### src/rtl/serial_adder_pkg.sv
// Shared types and helpers for the digit-serial add/subtract unit.
package serial_adder_pkg;

  typedef enum logic [1:0] {
    IDLE = 2'd0,
    RUN  = 2'd1,
    DONE = 2'd2
  } state_e;

  // Ceiling log2 with a floor of 1 so a single-digit word still gets a counter bit.
  function automatic int unsigned clog2(input int unsigned v);
    int unsigned r;
    int unsigned x;
    r = 0;
    x = 1;
    while (x < v) begin
      x = x << 1;
      r = r + 1;
    end
    return (r == 0) ? 1 : r;
  endfunction

endpackage

### src/rtl/serial_adder_slice.sv
// One-bit full adder; the top chains DIGIT of these per clock.
module adder_slice (
  input  logic a,
  input  logic b,
  input  logic ci,
  output logic s,
  output logic co
);

  assign s  = a ^ b ^ ci;
  assign co = (a & b) | (ci & (a ^ b));

endmodule

### src/rtl/serial_adder.sv
// Digit-serial add/subtract: DIGIT bits per clock, carry held in a flop between digits.
module serial_adder
  import serial_adder_pkg::*;
#(
  parameter int unsigned WIDTH = 32,
  parameter int unsigned DIGIT = 1
) (
  input  logic             clk,
  input  logic             rst_n,
  input  logic             start,
  input  logic             sub,
  input  logic             cin,
  input  logic [WIDTH-1:0] a,
  input  logic [WIDTH-1:0] b,
  output logic             busy,
  output logic             done,
  output logic [WIDTH-1:0] sum,
  output logic             cout,
  output logic             overflow,
  output logic             zero
);

  localparam int unsigned N  = WIDTH / DIGIT;
  localparam int unsigned CW = clog2(N);

  if ((WIDTH % DIGIT) != 0) begin : g_width_check
    $error("serial_adder: WIDTH must be a multiple of DIGIT");
  end

  state_e           state_q, state_d;
  logic [CW-1:0]    cnt_q, cnt_d;
  logic [WIDTH-1:0] a_q, a_d;
  logic [WIDTH-1:0] b_q, b_d;
  logic [WIDTH-1:0] sum_q, sum_d;
  logic             carry_q, carry_d;
  logic             cout_q, cout_d;
  logic             ovf_q, ovf_d;
  logic             busy_q, done_q;

  logic [DIGIT-1:0] dsum;
  logic [DIGIT:0]   chain;

  // Ripple the registered carry through one digit of operand bits.
  assign chain[0] = carry_q;
  for (genvar i = 0; i < int'(DIGIT); i++) begin : g_slice
    adder_slice u_slice (
      .a  (a_q[i]),
      .b  (b_q[i]),
      .ci (chain[i]),
      .s  (dsum[i]),
      .co (chain[i+1])
    );
  end

  // Next-state, operand shifting and result capture.
  always_comb begin
    state_d = state_q;
    cnt_d   = cnt_q;
    a_d     = a_q;
    b_d     = b_q;
    sum_d   = sum_q;
    carry_d = carry_q;
    cout_d  = cout_q;
    ovf_d   = ovf_q;
    unique case (state_q)
      IDLE, DONE: begin
        if (start) begin
          state_d = RUN;
          a_d     = a;
          b_d     = sub ? ~b : b;
          carry_d = sub ? ~cin : cin;
          cnt_d   = '0;
        end else begin
          state_d = IDLE;
        end
      end
      RUN: begin
        sum_d   = (sum_q >> DIGIT) | (WIDTH'(dsum) << (WIDTH - DIGIT));
        a_d     = a_q >> DIGIT;
        b_d     = b_q >> DIGIT;
        carry_d = chain[DIGIT];
        cnt_d   = cnt_q + CW'(1);
        if (cnt_q == CW'(N - 1)) begin
          state_d = DONE;
          cout_d  = chain[DIGIT];
          ovf_d   = chain[DIGIT-1] ^ chain[DIGIT];
        end
      end
      default: state_d = IDLE;
    endcase
  end

  // State, datapath and status registers.
  always_ff @(posedge clk or negedge rst_n) begin
    if (!rst_n) begin
      state_q <= IDLE;
      cnt_q   <= '0;
      a_q     <= '0;
      b_q     <= '0;
      sum_q   <= '0;
      carry_q <= 1'b0;
      cout_q  <= 1'b0;
      ovf_q   <= 1'b0;
      busy_q  <= 1'b0;
      done_q  <= 1'b0;
    end else begin
      state_q <= state_d;
      cnt_q   <= cnt_d;
      a_q     <= a_d;
      b_q     <= b_d;
      sum_q   <= sum_d;
      carry_q <= carry_d;
      cout_q  <= cout_d;
      ovf_q   <= ovf_d;
      busy_q  <= (state_d == RUN);
      done_q  <= (state_d == DONE);
    end
  end

  assign busy     = busy_q;
  assign done     = done_q;
  assign sum      = sum_q;
  assign cout     = cout_q;
  assign overflow = ovf_q;
  assign zero     = (sum_q == '0);

endmodule

### config.mk
export PLATFORM = sky130hd
export DESIGN_NAME = serial_adder
export DESIGN_NICKNAME = d
export VERILOG_FILES = /design/src/rtl/serial_adder_pkg.sv /design/src/rtl/serial_adder_slice.sv /design/src/rtl/serial_adder.sv
export SDC_FILE = /design/constraint.sdc
export NUM_CORES = 1
export LEC_CHECK = 0
export BUFFER_PORTS_ARGS = -buffer_cell sky130_fd_sc_hd__buf_2
export CORE_AREA = 2 2 121 123
export CTS_CLUSTER_DIAMETER = 120
export DETAILED_ROUTE_END_ITERATION = 10
export DIE_AREA = 0 0 123 125
export PLACE_DENSITY_LB_ADDON = 0.3
export SKIP_CTS_REPAIR_TIMING = 1
export SLEW_MARGIN = 30
export SYNTH_ARGS = -nofsm -noshare
export SYNTH_HDL_FRONTEND = slang
export SYNTH_SLANG_ARGS = --single-unit
### constraint.sdc
create_clock -name clk -period 2.2 [get_ports clk]
set_input_delay 0.44 -clock clk [delete_from_list [all_inputs] [get_ports clk]]
set_output_delay 0.44 -clock clk [all_outputs]
set_load 0.05 [all_outputs]
==> impl_metrics.sql <==
INSERT INTO impl_metrics (metric_group, metric, value, unit) VALUES
('logic_synthesis', 'netlist_top_cells_area', 'dfrtp_1 (56%), nand2_1 (10%), a221o_1 (6.7%)', ''),
('die', 'std_cell_rows', '44', ''),
('critical_path', 'timing.critical_path.from_type', 'flip-flop', ''),
('cells_and_area', 'antenna-diode-count', '0', ''),
('sta', 'max-slew-margin-rel', '0.464', ''),
('cts', 'clockBufferDepth', '2', ''),
('critical_path', 'timing.critical_path.arrival', '1.63', 'ns'),
('grt', 'overall_global_routing_usage', '0.146', ''),
('placement', 'dp.final_hpwl', '7090', 'um'),
('grt', 'grt_antenna_before_repair', '0', ''),
('cts', 'cts_tree', 'done', ''),
('placement', 'finalWeightedCongestion', '0.761', ''),
('run', 'drv.max_cap_violation_count', '0', ''),
('die', 'die_area', '15400', 'um2'),
('sta', 'final_min_period_over_clock_period', '0.939', ''),
('detailed_routing', 'route.detailed.drc', '0', ''),
('cts', 'cts_sinks', '108', ''),
('die', 'die_y', '125', 'um'),
('grt', 'grt_first_pass_wirelength', '18100', 'um'),
('critical_path', 'max_stage_delay', '0.41', 'ns'),
('sta', 'fmax', '484', 'MHz'),
('sta', 'finalMaxSlewViolations', '0', ''),
('sta', 'worst-slew-pin-transition', '0.802', 'ns'),
('logic_synthesis', 'netlist.area_leader.share', '0.563', ''),
('cells_and_area', 'finalCoreUtilization', '0.411', ''),
('sta', 'worst_clock_skew', '0.00637', 'ns'),
('critical_path', 'worst_setup_path_end_kind', 'primary output', ''),
('cells_and_area', 'design.final.nets', '630', ''),
('die', 'ios', '106', ''),
('logic_synthesis', 'synth_seq_area_share', '0.563', ''),
('critical_path', 'worstPathRequired', '1.76', 'ns'),
('outcome', 'status', 'complete, no violations', ''),
('cts', 'insertion_delay', '0.34', 'ns'),
('sta', 'final-setup-viol-count', '0', ''),
('cells_and_area', 'syn2layout_area_growth', '21.6', '%'),
('detailed_routing', 'detail_route.wl_per_cell', '14.4', 'um'),
('cts', 'cts.clk_slew.worst_paths', '0.07', 'ns'),
('logic_synthesis', 'synth_unique_cells', '27', ''),
('power_and_ir_drop', 'peakVddDrop', '0.000447', 'V'),
('die', 'floorplan.die.width', '123', 'um'),
('detailed_routing', 'routed-via-count', '3705', ''),
('grt', 'grt_pass1_vias', '3655', ''),
('cells_and_area', 'fill_cells', '1393', ''),
('grt', 'global_route.overflow_total', '0', ''),
('detailed_routing', 'drt-total-wl', '10700', 'um'),
('detailed_routing', 'detail_route.vias_per_cell', '4.96', ''),
('sta', 'final.setup.tns', '0', 'ns'),
('logic_synthesis', 'synth-edff-count', '0', ''),
('cells_and_area', 'layout_cell_share_with_drive_strength_beyond_1', '0.238', ''),
('detailed_routing', 'first_iter_violations', '253', ''),
('logic_synthesis', 'mappedNetlistNets', '543', ''),
('detailed_routing', 'drt-pass1-iter-count', '4', ''),
('detailed_routing', 'drtAntennaViolNets', '0', ''),
('sta', 'unrepaired_setup_endpoints_after_global_routing', 'no', ''),
('logic_synthesis', 'synth-seq-cells', '108', ''),
('power_and_ir_drop', 'p_leak', '2.90', 'nW'),
('placement', 'port_buffers', '105', ''),
('critical_path', 'timing.critical_path.slowest_stage_cell', 'dfrtp_1', ''),
('min_path', 'hold_path.class', 'in -> async', ''),
('logic_synthesis', 'syn-cell-area', '4800', 'um2'),
('cts', 'ctsHtreeMaxLevel', '3', ''),
('critical_path', 'critical_path_peak_fanout', '4', ''),
('critical_path', 'critical_path_class', 'reg -> out', ''),
('power_and_ir_drop', 'p_per_cell_area', '1440', 'nW/um2'),
('logic_synthesis', 'syn-mean-instance-area', '10.2', 'um2'),
('sta', 'finalWorstPathRequiredPeriod', '2.07', 'ns'),
('sta', 'finalHoldViolCount', '0', ''),
('logic_synthesis', 'asyncSetResetFlopFracSynth', '1.00', ''),
('logic_synthesis', 'syn-instance-count', '471', ''),
('logic_synthesis', 'yosys_most_used_dff', 'dfrtp_1', ''),
('die', 'floorplan.core_area', '14200', 'um2'),
('critical_path', 'cp_top_family', 'simple AND/OR/NAND/NOR gates', ''),
('cts', 'clock-root-buffer', 'clkbuf_16', ''),
('cts', 'numCtsBuffers', '9', ''),
('logic_synthesis', 'yosys_warnings', '0', ''),
('logic_synthesis', 'netlist.top_cell.by_area', 'dfrtp_1', ''),
('critical_path', 'worst-path-buf-inv', '1', ''),
('critical_path', 'crit_path_cell_trace', 'nor4_1, nand4_1, nor2_1, clkbuf_4', ''),
('grt', 'maximum_number_of_pins_on_one_net_before_global_route_repair', '69', ''),
('die', 'floorplan.initialDensity', '0.338', '');
power by group:
group / switching (mW) / internal, mW
Combinational: 2.02 / 1.13
Clock: 0.698 / 1.11
Sequential: 0.602 / 2.83
Total: 3.32 / 5.07
flip-flops by register name (all words and copies together), names as in the netlist:
name	cells
a_q	32
b_q	32
sum	32
cnt_q	5
state_q	2
busy	1
carry_q	1
cout	1
done	1
overflow	1
cell usage in the layout, fill, tap and decap left out, types with 3 or more instances in the layout:
master and instances:
clkbuf_16 9, nor2_1 34, nand3_1 31, nand4_1 3, xnor2_1 34, a221o_1 32, buf_4 4, buf_12 5
a22oi_1 31, bufinv_16 3, nor4_1 7, a22o_1 5, nand2_1 128, buf_2 103, dfrtp_1 108
routing by layer:
| layer | wire (um) | vias up | track usage |
|---|---|---|---|
| met2 | 4660 | 97 | 0.211 |
| li1 | - | 1799 | - |
| met1 | 5380 | 1796 | 0.221 |
| met3 | 534 | 13 | 0.0278 |
| met5 | 0 | - | 0 |
| met4 | 159 | 0 | 0.0481 |
worst register-to-register path, stage by stage, from the launching register on:
cell and delay (ns):
dfrtp_1 0.45, nor2b_4 0.45, buf_12 0.33, nand4_1 0.22, mux2i_1 0.15
Yosys cell counts (all sizes together), types with 3 or more instances:
cell    count
clkbuf      6
nand2     128
a22o        5
a22oi      31
xnor2      34
dfrtp     108
nor2b       3
nor4        8
nor2       35
nand3      31
buf        31
nand4       3
a221o      32
cells by family (layout without fill, tap and decap cells):
group,Yosys count,count (layout),share of synthesized area
simple gates,213,213,0.186
flops,108,108,0.563
compound gates,72,72,0.128
buf+inv,37,129,0.0427
xor+xnor,35,35,0.0639
fa+ha+maj,3,3,0.00938
mux,3,3,0.00652
per-stage QoR:
stage	total power [mW]	hold WS [ns]	instance area (um2)	worst slack, ns	instances
final	8.39	0.0747	5840	0.134	747
after global routing	8.95	0.103	5840	0.0401	747
after detailed placement	6.64	0.455	5500	0.463	731
after global placement	6.54	0.453	5500	0.471	731
after floorplan	5.80	0.144	4800	0.0877	471
after CTS	8.48	0.0812	5830	0.0811	747
layout make-up:
| type | count | area [um2] | share of cell area |
|---|---|---|---|
| Clock buffer | 11 | 233 | 0.0399 |
| Clock inverter | 5 | 100 | 0.0171 |
| Sequential cell | 108 | 2700 | 0.463 |
| Multi-Input combinational cell | 326 | 1920 | 0.329 |
| Tap cell | 184 | 230 | 0.0394 |
| Timing Repair Buffer | 113 | 653 | 0.112 |
worst paths after layout:
| path | cells past startpoint | slack [ns] | to | start |
|---|---|---|---|---|
| worst max-delay path | 4 | 0.13 | zero | sum[17]$_DFFE_PN0N_ |
| worst min-delay path | 1 | 0.07 | sum[14]$_DFFE_PN0N_ | rst_n |
| worst max register to register | 4 | 0.49 | cnt_q[3]$_DFFE_PN0P_ | state_q[0]$_DFF_PN0_ |
| worst min register to register | 1 | 0.50 | cnt_q[3]$_DFFE_PN0P_ | cnt_q[3]$_DFFE_PN0P_ |
| max in group asynchronous | 2 | 1.42 | b_q[24]$_DFFE_PN0P_ | rst_n |
| min in group clk | 3 | 0.31 | a_q[15]$_DFFE_PN0P_ | a[15] |
Power figures use the tool's default switching activity.
